**src/rtl/mem_lsu_pkg.sv**
```systemverilog
// rtl/mem_lsu_pkg.sv - shared widths, load/store aluop codes, LSU state encoding and op classifiers
package mem_lsu_pkg;

    localparam int ALUOP_W   = 8;
    localparam int REG_W     = 32;
    localparam int REGADDR_W = 5;

    localparam logic [ALUOP_W-1:0] EXE_LB_OP  = 8'b1110_0000;
    localparam logic [ALUOP_W-1:0] EXE_LBU_OP = 8'b1110_0100;
    localparam logic [ALUOP_W-1:0] EXE_LH_OP  = 8'b1110_0001;
    localparam logic [ALUOP_W-1:0] EXE_LHU_OP = 8'b1110_0101;
    localparam logic [ALUOP_W-1:0] EXE_LW_OP  = 8'b1110_0011;
    localparam logic [ALUOP_W-1:0] EXE_SB_OP  = 8'b1110_1000;
    localparam logic [ALUOP_W-1:0] EXE_SH_OP  = 8'b1110_1001;
    localparam logic [ALUOP_W-1:0] EXE_SW_OP  = 8'b1110_1011;

    typedef enum logic [1:0] {
        LSU_IDLE = 2'b00,
        LSU_BUSY = 2'b01,
        LSU_DONE = 2'b10
    } lsu_state_e;

    function automatic logic is_load(input logic [ALUOP_W-1:0] op);
        return op inside {EXE_LB_OP, EXE_LBU_OP, EXE_LH_OP, EXE_LHU_OP, EXE_LW_OP};
    endfunction

    function automatic logic is_store(input logic [ALUOP_W-1:0] op);
        return op inside {EXE_SB_OP, EXE_SH_OP, EXE_SW_OP};
    endfunction

    function automatic logic is_mem_op(input logic [ALUOP_W-1:0] op);
        return is_load(op) || is_store(op);
    endfunction

    function automatic logic is_misaligned(input logic [ALUOP_W-1:0] op, input logic [1:0] lo);
        case (op)
            EXE_LH_OP, EXE_LHU_OP, EXE_SH_OP: return lo[0];
            EXE_LW_OP, EXE_SW_OP:             return lo != 2'b00;
            default:                          return 1'b0;
        endcase
    endfunction

endpackage

```
**src/rtl/mem_lsu_if.sv**
```systemverilog
// rtl/mem_lsu_if.sv - req/ack data bus between the LSU (master) and data memory (slave)
interface mem_lsu_if;
    import mem_lsu_pkg::*;

    logic             req;
    logic             we;
    logic [REG_W-1:0] addr;
    logic [3:0]       sel;
    logic [REG_W-1:0] wdata;
    logic [REG_W-1:0] rdata;
    logic             ack;

    modport master (output req, we, addr, sel, wdata, input rdata, ack);
    modport slave  (input req, we, addr, sel, wdata, output rdata, ack);

endinterface

```
**src/rtl/mem_lsu_fmt.sv**
```systemverilog
// rtl/mem_lsu_fmt.sv - byte-lane enables, store data replication and load extension (combinational)
module mem_lsu_fmt
    import mem_lsu_pkg::*;
(
    input  logic [ALUOP_W-1:0] aluop,
    input  logic [1:0]         addr_lo,
    input  logic [REG_W-1:0]   reg2,
    input  logic [REG_W-1:0]   rdata,
    output logic [3:0]         sel,
    output logic [REG_W-1:0]   wdata,
    output logic [REG_W-1:0]   load_data
);

    logic [7:0]  byte_v;
    logic [15:0] half_v;
    logic [3:0]  byte_sel;
    logic [3:0]  half_sel;

    // Big-endian lanes: offset 0 is the most significant byte.
    always_comb begin
        byte_v   = rdata[31:24];
        byte_sel = 4'b1000;
        case (addr_lo)
            2'b01:   begin byte_v = rdata[23:16]; byte_sel = 4'b0100; end
            2'b10:   begin byte_v = rdata[15:8];  byte_sel = 4'b0010; end
            2'b11:   begin byte_v = rdata[7:0];   byte_sel = 4'b0001; end
            default: begin end
        endcase
        half_v   = addr_lo[1] ? rdata[15:0] : rdata[31:16];
        half_sel = addr_lo[1] ? 4'b0011 : 4'b1100;
    end

    always_comb begin
        sel       = 4'b0000;
        wdata     = reg2;
        load_data = '0;
        case (aluop)
            EXE_LB_OP:  begin sel = byte_sel; load_data = {{24{byte_v[7]}}, byte_v}; end
            EXE_LBU_OP: begin sel = byte_sel; load_data = {24'd0, byte_v}; end
            EXE_LH_OP:  begin sel = half_sel; load_data = {{16{half_v[15]}}, half_v}; end
            EXE_LHU_OP: begin sel = half_sel; load_data = {16'd0, half_v}; end
            EXE_LW_OP:  begin sel = 4'b1111;  load_data = rdata; end
            EXE_SB_OP:  begin sel = byte_sel; wdata = {4{reg2[7:0]}}; end
            EXE_SH_OP:  begin sel = half_sel; wdata = {2{reg2[15:0]}}; end
            EXE_SW_OP:  begin sel = 4'b1111;  wdata = reg2; end
            default:    begin end
        endcase
    end

endmodule

```
**src/rtl/mem_lsu.sv**
```systemverilog
// rtl/mem_lsu.sv - MEM-stage load/store unit; defining LSU_ALIGN_CHECK_EN adds the misalign output
module mem_lsu
    import mem_lsu_pkg::*;
#(
    parameter int ACK_TIMEOUT = 16
) (
    input  logic                 clk,
    input  logic                 rst,
    input  logic [ALUOP_W-1:0]   mem_aluop,
    input  logic [REG_W-1:0]     mem_mem_addr,
    input  logic [REG_W-1:0]     mem_reg2,
    input  logic [REGADDR_W-1:0] mem_wd,
    input  logic                 mem_wreg,
    input  logic [REG_W-1:0]     mem_wdata,
    input  logic                 pipe_hold,
    output logic [REGADDR_W-1:0] wb_wd,
    output logic                 wb_wreg,
    output logic [REG_W-1:0]     wb_wdata,
    output logic                 stallreq,
    mem_lsu_if.master            dbus,
`ifdef LSU_ALIGN_CHECK_EN
    output logic                 misalign,
`endif
    output logic                 bus_err
);

    lsu_state_e       state_q, state_d;
    logic             req_q, req_d;
    logic             we_q, we_d;
    logic [REG_W-1:0] addr_q, addr_d;
    logic [3:0]       sel_q, sel_d;
    logic [REG_W-1:0] wdata_q, wdata_d;
    logic [REG_W-1:0] rdata_q, rdata_d;
    logic             bus_err_q, bus_err_d;
    logic             misalign_q, misalign_d;

    logic [3:0]       fmt_sel;
    logic [REG_W-1:0] fmt_wdata;
    logic [REG_W-1:0] fmt_load;
    logic             mem_op;
    logic             misal;
    logic             timeout;

    assign mem_op = is_mem_op(mem_aluop);

`ifdef LSU_ALIGN_CHECK_EN
    assign misal    = is_misaligned(mem_aluop, mem_mem_addr[1:0]);
    assign misalign = misalign_q;
`else
    assign misal    = 1'b0;
`endif

    // EX/MEM is frozen by stallreq, so mem_* still describe the op at ack time.
    mem_lsu_fmt u_fmt (
        .aluop     (mem_aluop),
        .addr_lo   (mem_mem_addr[1:0]),
        .reg2      (mem_reg2),
        .rdata     (dbus.rdata),
        .sel       (fmt_sel),
        .wdata     (fmt_wdata),
        .load_data (fmt_load)
    );

    generate
        if (ACK_TIMEOUT > 0) begin : g_timeout
            localparam int CNT_W = (ACK_TIMEOUT > 1) ? $clog2(ACK_TIMEOUT) : 1;
            logic [CNT_W-1:0] cnt_q;
            always_ff @(posedge clk or negedge rst) begin
                if (!rst)                     cnt_q <= '0;
                else if (state_q != LSU_BUSY) cnt_q <= '0;
                else                          cnt_q <= cnt_q + CNT_W'(1);
            end
            assign timeout = (state_q == LSU_BUSY) && (cnt_q == CNT_W'(ACK_TIMEOUT - 1));
        end else begin : g_no_timeout
            assign timeout = 1'b0;
        end
    endgenerate

    always_comb begin
        state_d    = state_q;
        req_d      = req_q;
        we_d       = we_q;
        addr_d     = addr_q;
        sel_d      = sel_q;
        wdata_d    = wdata_q;
        rdata_d    = rdata_q;
        bus_err_d  = 1'b0;
        misalign_d = misalign_q;
        case (state_q)
            LSU_IDLE: begin
                if (mem_op) begin
                    if (misal) begin
                        misalign_d = 1'b1;
                        state_d    = LSU_DONE;
                    end else begin
                        req_d   = 1'b1;
                        we_d    = is_store(mem_aluop);
                        addr_d  = {mem_mem_addr[REG_W-1:2], 2'b00};
                        sel_d   = fmt_sel;
                        wdata_d = fmt_wdata;
                        state_d = LSU_BUSY;
                    end
                end
            end
            LSU_BUSY: begin
                // Ack is checked first so it beats a simultaneous timeout.
                if (dbus.ack) begin
                    rdata_d = fmt_load;
                    req_d   = 1'b0;
                    state_d = LSU_DONE;
                end else if (timeout) begin
                    rdata_d   = '0;
                    req_d     = 1'b0;
                    bus_err_d = 1'b1;
                    state_d   = LSU_DONE;
                end
            end
            LSU_DONE: begin
                if (!pipe_hold) begin
                    misalign_d = 1'b0;
                    state_d    = LSU_IDLE;
                end
            end
            default: state_d = LSU_IDLE;
        endcase
    end

    always_ff @(posedge clk or negedge rst) begin
        if (!rst) begin
            state_q    <= LSU_IDLE;
            req_q      <= 1'b0;
            we_q       <= 1'b0;
            addr_q     <= '0;
            sel_q      <= '0;
            wdata_q    <= '0;
            rdata_q    <= '0;
            bus_err_q  <= 1'b0;
            misalign_q <= 1'b0;
        end else begin
            state_q    <= state_d;
            req_q      <= req_d;
            we_q       <= we_d;
            addr_q     <= addr_d;
            sel_q      <= sel_d;
            wdata_q    <= wdata_d;
            rdata_q    <= rdata_d;
            bus_err_q  <= bus_err_d;
            misalign_q <= misalign_d;
        end
    end

    assign dbus.req   = req_q;
    assign dbus.we    = we_q;
    assign dbus.addr  = addr_q;
    assign dbus.sel   = sel_q;
    assign dbus.wdata = wdata_q;
    assign bus_err    = bus_err_q;

    always_comb begin
        wb_wd    = mem_wd;
        wb_wreg  = mem_wreg;
        wb_wdata = mem_wdata;
        stallreq = (state_q == LSU_BUSY) || ((state_q == LSU_IDLE) && mem_op);
        if (mem_op) begin
            wb_wreg = 1'b0;
            if ((state_q == LSU_DONE) && is_load(mem_aluop) && !misalign_q) begin
                wb_wreg  = mem_wreg;
                wb_wdata = rdata_q;
            end
        end
    end

endmodule

```
**src/flat_wrapper.sv**
```systemverilog
// flat-port wrapper written by rule: the top's interface ports become plain ports
module mem_lsu_flat import mem_lsu_pkg::*;
#(
    parameter int ACK_TIMEOUT = 16
)
  (clk, rst, mem_aluop, mem_mem_addr, mem_reg2, mem_wd, mem_wreg, mem_wdata, pipe_hold, wb_wd, wb_wreg, wb_wdata, stallreq, bus_err, dbus_req, dbus_we, dbus_addr, dbus_sel, dbus_wdata, dbus_rdata, dbus_ack);
  mem_lsu_if dbus_i ();
  input  logic clk;
  input  logic rst;
  input  logic [ALUOP_W-1:0] mem_aluop;
  input  logic [REG_W-1:0] mem_mem_addr;
  input  logic [REG_W-1:0] mem_reg2;
  input  logic [REGADDR_W-1:0] mem_wd;
  input  logic mem_wreg;
  input  logic [REG_W-1:0] mem_wdata;
  input  logic pipe_hold;
  output logic [REGADDR_W-1:0] wb_wd;
  output logic wb_wreg;
  output logic [REG_W-1:0] wb_wdata;
  output logic stallreq;
  output logic bus_err;
  output wire logic [$bits(dbus_i.req)-1:0] dbus_req;
  output wire logic [$bits(dbus_i.we)-1:0] dbus_we;
  output wire logic [$bits(dbus_i.addr)-1:0] dbus_addr;
  output wire logic [$bits(dbus_i.sel)-1:0] dbus_sel;
  output wire logic [$bits(dbus_i.wdata)-1:0] dbus_wdata;
  input wire logic [$bits(dbus_i.rdata)-1:0] dbus_rdata;
  input wire logic [$bits(dbus_i.ack)-1:0] dbus_ack;
  assign dbus_req = dbus_i.req;
  assign dbus_we = dbus_i.we;
  assign dbus_addr = dbus_i.addr;
  assign dbus_sel = dbus_i.sel;
  assign dbus_wdata = dbus_i.wdata;
  assign dbus_i.rdata = dbus_rdata;
  assign dbus_i.ack = dbus_ack;
  mem_lsu #(.ACK_TIMEOUT(ACK_TIMEOUT)) u_core (.clk(clk), .rst(rst), .mem_aluop(mem_aluop), .mem_mem_addr(mem_mem_addr), .mem_reg2(mem_reg2), .mem_wd(mem_wd), .mem_wreg(mem_wreg), .mem_wdata(mem_wdata), .pipe_hold(pipe_hold), .wb_wd(wb_wd), .wb_wreg(wb_wreg), .wb_wdata(wb_wdata), .stallreq(stallreq), .dbus(dbus_i), .bus_err(bus_err));
endmodule
```
**config.mk**
```make
export PLATFORM = sky130hd
export DESIGN_NAME = mem_lsu_flat
export DESIGN_NICKNAME = d
export VERILOG_FILES = /design/src/rtl/mem_lsu_pkg.sv /design/src/rtl/mem_lsu_if.sv /design/src/rtl/mem_lsu_fmt.sv /design/src/rtl/mem_lsu.sv /design/src/flat_wrapper.sv
export SDC_FILE = /design/constraint.sdc
export NUM_CORES = 1
export LEC_CHECK = 0
export ABC_AREA = 1
export BUFFER_PORTS_ARGS = -buffer_cell sky130_fd_sc_hd__buf_2
export CORE_MARGIN = 3
export CORE_UTILIZATION = 49
export CTS_CLUSTER_SIZE = 25
export DETAILED_ROUTE_END_ITERATION = 7
export HOLD_SLACK_MARGIN = 0.12
export PLACE_DENSITY = 0.82
export SLEW_MARGIN = 20
export SYNTH_ARGS = -nofsm -noshare
export SYNTH_HDL_FRONTEND = slang
export SYNTH_HIERARCHICAL = 1
export SYNTH_SLANG_ARGS = --single-unit
```
**constraint.sdc**
```tcl
create_clock -name clk -period 1.73 [get_ports clk]
set_input_delay 0.0865 -clock clk [delete_from_list [all_inputs] [get_ports clk]]
set_output_delay 0.0865 -clock clk [all_outputs]
set_load 0.02 [all_outputs]
```
==> flow_summary.toml <==
[critical_path]
crit_path_end_kind = "primary output"
crit_buf_inv = 3
crit_fanout = 24
worstPathRequired_ps = 1640
path_cells = "inv_1, nor2_4, buf_12, nand3_1, nand2_1, buf_2"
cpPeakStageDelay_ps = 400
slowest_stage = "dfrtp_2"
start_kind = "register"
crit_type = "register to primary output"
critPathTopFamily = "buffers and inverters"
cp.arrival_ps = 1550

[route]
wl_mm = 21.19
viasPerCell = 5.327
post_drt_wl_per_cell_um = 15.51
route.detailed.drc = 0
first_pass_iters = 8
vias = 7277
drtAntennaViolNets = 0
drtIter0Drc = 1000

[sta]
grt_setup_unrepaired = "no"
fin_tns_setup_ps = 0
final-setup-viol-count = 0
post-route-period-util_pct = 94.64
hold_ws_ps = 124.0
slew_headroom_pct = 65.17
drv_slew = 0
clock.fmax_mhz = 610.8
fin_ws_ps = 92.81
skew_ps = 7.574
min_period_ps = 1637
max_slew.worst_pin.slew_ps = 520.5
hold_violations = 0

[synth]
synth_cell_types = 24
yosys-mux-area-fraction_pct = 0
synth-adder-area-share_pct = 0.2009
synth_top_family_by_area = "simple AND/OR/NAND/NOR gates"
yosysSeqAreaShare_pct = 42.99
synth_compound_area_share_pct = 2.632
ys_ff_latch = 107
synth-simple-area-share_pct = 44.48
synth_cells = 905
synth_top_area_share_pct = 42.99
ys_top_cells_by_area = "dfrtp_1, nand2_1, nand3_1, inv_1, buf_2"
netlist_area_mm2 = 0.006228
synth_warnings = 6
synth_xor_area_share_pct = 0.1406
yosysTopAreaCell = "dfrtp_1"
avgSynthCellArea_um2 = 6.882

[global_route]
antenna_found_initial = 0
grt_max_degree = 68
grt_pass1_wl_mm = 33.92
grtUsageTotal_pct = 29.39
overflow = 0
grt_pass1_vias = 6910

[place]
dp.cells = 1276
gp_congestion = 0.9582
io_buffers = 243
placedInstanceArea_mm2 = 0.007553
place_ws_ps = 194.9
dp_hpwl_mm = 13.77

[die]
io_pins = 256
die_w_um = 118.7
die_y_um = 118.7
floorplan.initialDensity_pct = 51.00
placementRows = 40
coreArea_mm2 = 0.01221
dieArea_mm2 = 0.01410

[clocking]
cts_tree = "done"
cts_root_buf = "clkbuf_16"
cts-htree-levels = 3
clk_latency_ps = 360
clockBufferDepth = 2
cts_sinks = 107
cts_buffers = 9
clkTransAtPathRegs_ps = 70

[pwr]
leakage_nw = 5.099
peakVddDrop_uv = 475.4
power.density_mw_per_mm2 = 847.8

[finish]
drive_gt1_share_pct = 26.57
fillers = 1037
finalNetCount = 1340
final_design_area_no_fill_mm2 = 0.008611
regArea_mm2 = 0.002680
fin_cells = 1366
multiInputGateArea_mm2 = 0.002979
area_growth_pct = 38.25

[job]
maxCapViolations = 0

[status]
outcome = "finished, final reports clean"

[min_path]
min_path_type = "input port to register"
cells in the final DEF (no fill, tap or decap), drive strengths merged:
master / Yosys / layout
or2: 3 / 3
nor3: 8 / 8
nand2: 408 / 408
clkbuf: 13 / 12
o21ai: 25 / 25
nand4: 1 / 1
nand3: 193 / 193
buf: 56 / 272
ha: 1 / 1
inv: 51 / 54
dlygate4sd3: 0 / 73
diode: 0 / 1
o2111ai: 1 / 1
conb: 1 / 2
nor2: 30 / 30
a21oi: 6 / 6
dfrtp: 107 / 107
xor2: 1 / 1
worst reg2reg max path: cells and delay by family (launching register included):
kind                       cells  cell delay, ps
and+or+nand+nor                6             550
DFF                            1             400
buffers and inverters          2             250
adders and majority gates      1             220
report_power, final:
group | switching (mW) | internal [mW] | total (mW)
Clock | 0.959 | 1.11 | 2.07
Sequential | 0.216 | 2.89 | 3.11
Combinational | 1.36 | 0.762 | 2.12
metal layers:
metal	wire length (µm)	global-route usage [%]	up-vias
li1	-	-	3434
met2	9969	47.57	495
met5	0	0	-
met3	2107	5.694	105
met1	8101	37.86	3243
met4	1006	14.12	0
cell families (layout without fill, tap and decap cells):
kind of cell / after synthesis / count (layout)
AOI/OAI and AO/OA: 32 / 32
other: 1 / 3
adders and majority gates: 1 / 1
buffers and inverters: 120 / 411
DFF: 107 / 107
and+or+nand+nor: 643 / 643
xor gates and xnor gates: 1 / 1
worst paths after layout:
kind | start | endpoint | slack, ps | depth (start not counted)
hold reg to reg | u_core/dbus.addr[2] | u_core/dbus.addr[2] | 470 | 2
setup / recovery | u_core/state_q[1] | wb_wdata[8] | 90 | 6
max in group asynchronous | rst | u_core/state_q[0] | 800 | 3
min in group asynchronous | rst | u_core/dbus.addr[15] | 130 | 2
setup reg to reg | u_core/g_timeout.cnt_q[0] | u_core/rdata_q[13] | 250 | 9
hold / removal | dbus_rdata[5] | u_core/rdata_q[5] | 120 | 5
cell type report:
class	instances	share of cell area (%)
Antenna cell	1	0.02906
Sequential cell	107	31.12
Multi-Input combinational cell	679	34.60
Inverter	51	2.223
Clock buffer	12	3.095
Tap cell	168	2.441
Timing Repair Buffer	345	26.16
Clock inverter	3	0.3342
synthesized netlist by cell type:
cell,n
nor2_2,4
or2_2,3
o21ai_0,21
a21oi_1,6
xor2_1,1
inv_1,47
nand2_4,3
conb_1,1
nor3_1,8
o2111ai_1,1
clkbuf_1,13
ha_1,1
dfrtp_1,107
inv_2,4
nand4_1,1
nand3_1,193
o21ai_1,4
buf_2,32
nor2_1,20
nand2_2,7
buf_6,3
nand2_1,398
buf_4,21
nor2_4,6
stage by stage:
stage | power [mW] | utilization (%)
2_1_floorplan | 4.255 | -
3_3_place_gp | 5.045 | 61.85
3_5_place_dp | 5.093 | 61.85
4_1_cts | 7.278 | 70.31
5_1_grt | 7.643 | 70.49
6_report | 7.300 | 70.51
registers in the layout, summed over array words and instances, names as in the netlist:
register / flops
u_core/dbus.sel: 4
u_core/dbus.addr: 30
u_core/dbus.wdata: 32
u_core/state_q: 2
u_core/bus_err: 1
u_core/dbus.req: 1
u_core/rdata_q: 32
u_core/dbus.we: 1
u_core/g_timeout.cnt_q: 4
timing repair:
item                                    4_1_cts  5_1_grt
setup buffers                                 0        1
hold endpoints to repair                    181        0
pin swaps                                     0        1
gates resized for setup                       2        5
cloned                                        0        0
hold buffers                                 73        0
endpoints found under the setup margin       33       10
(Power assumes the default switching activity.)
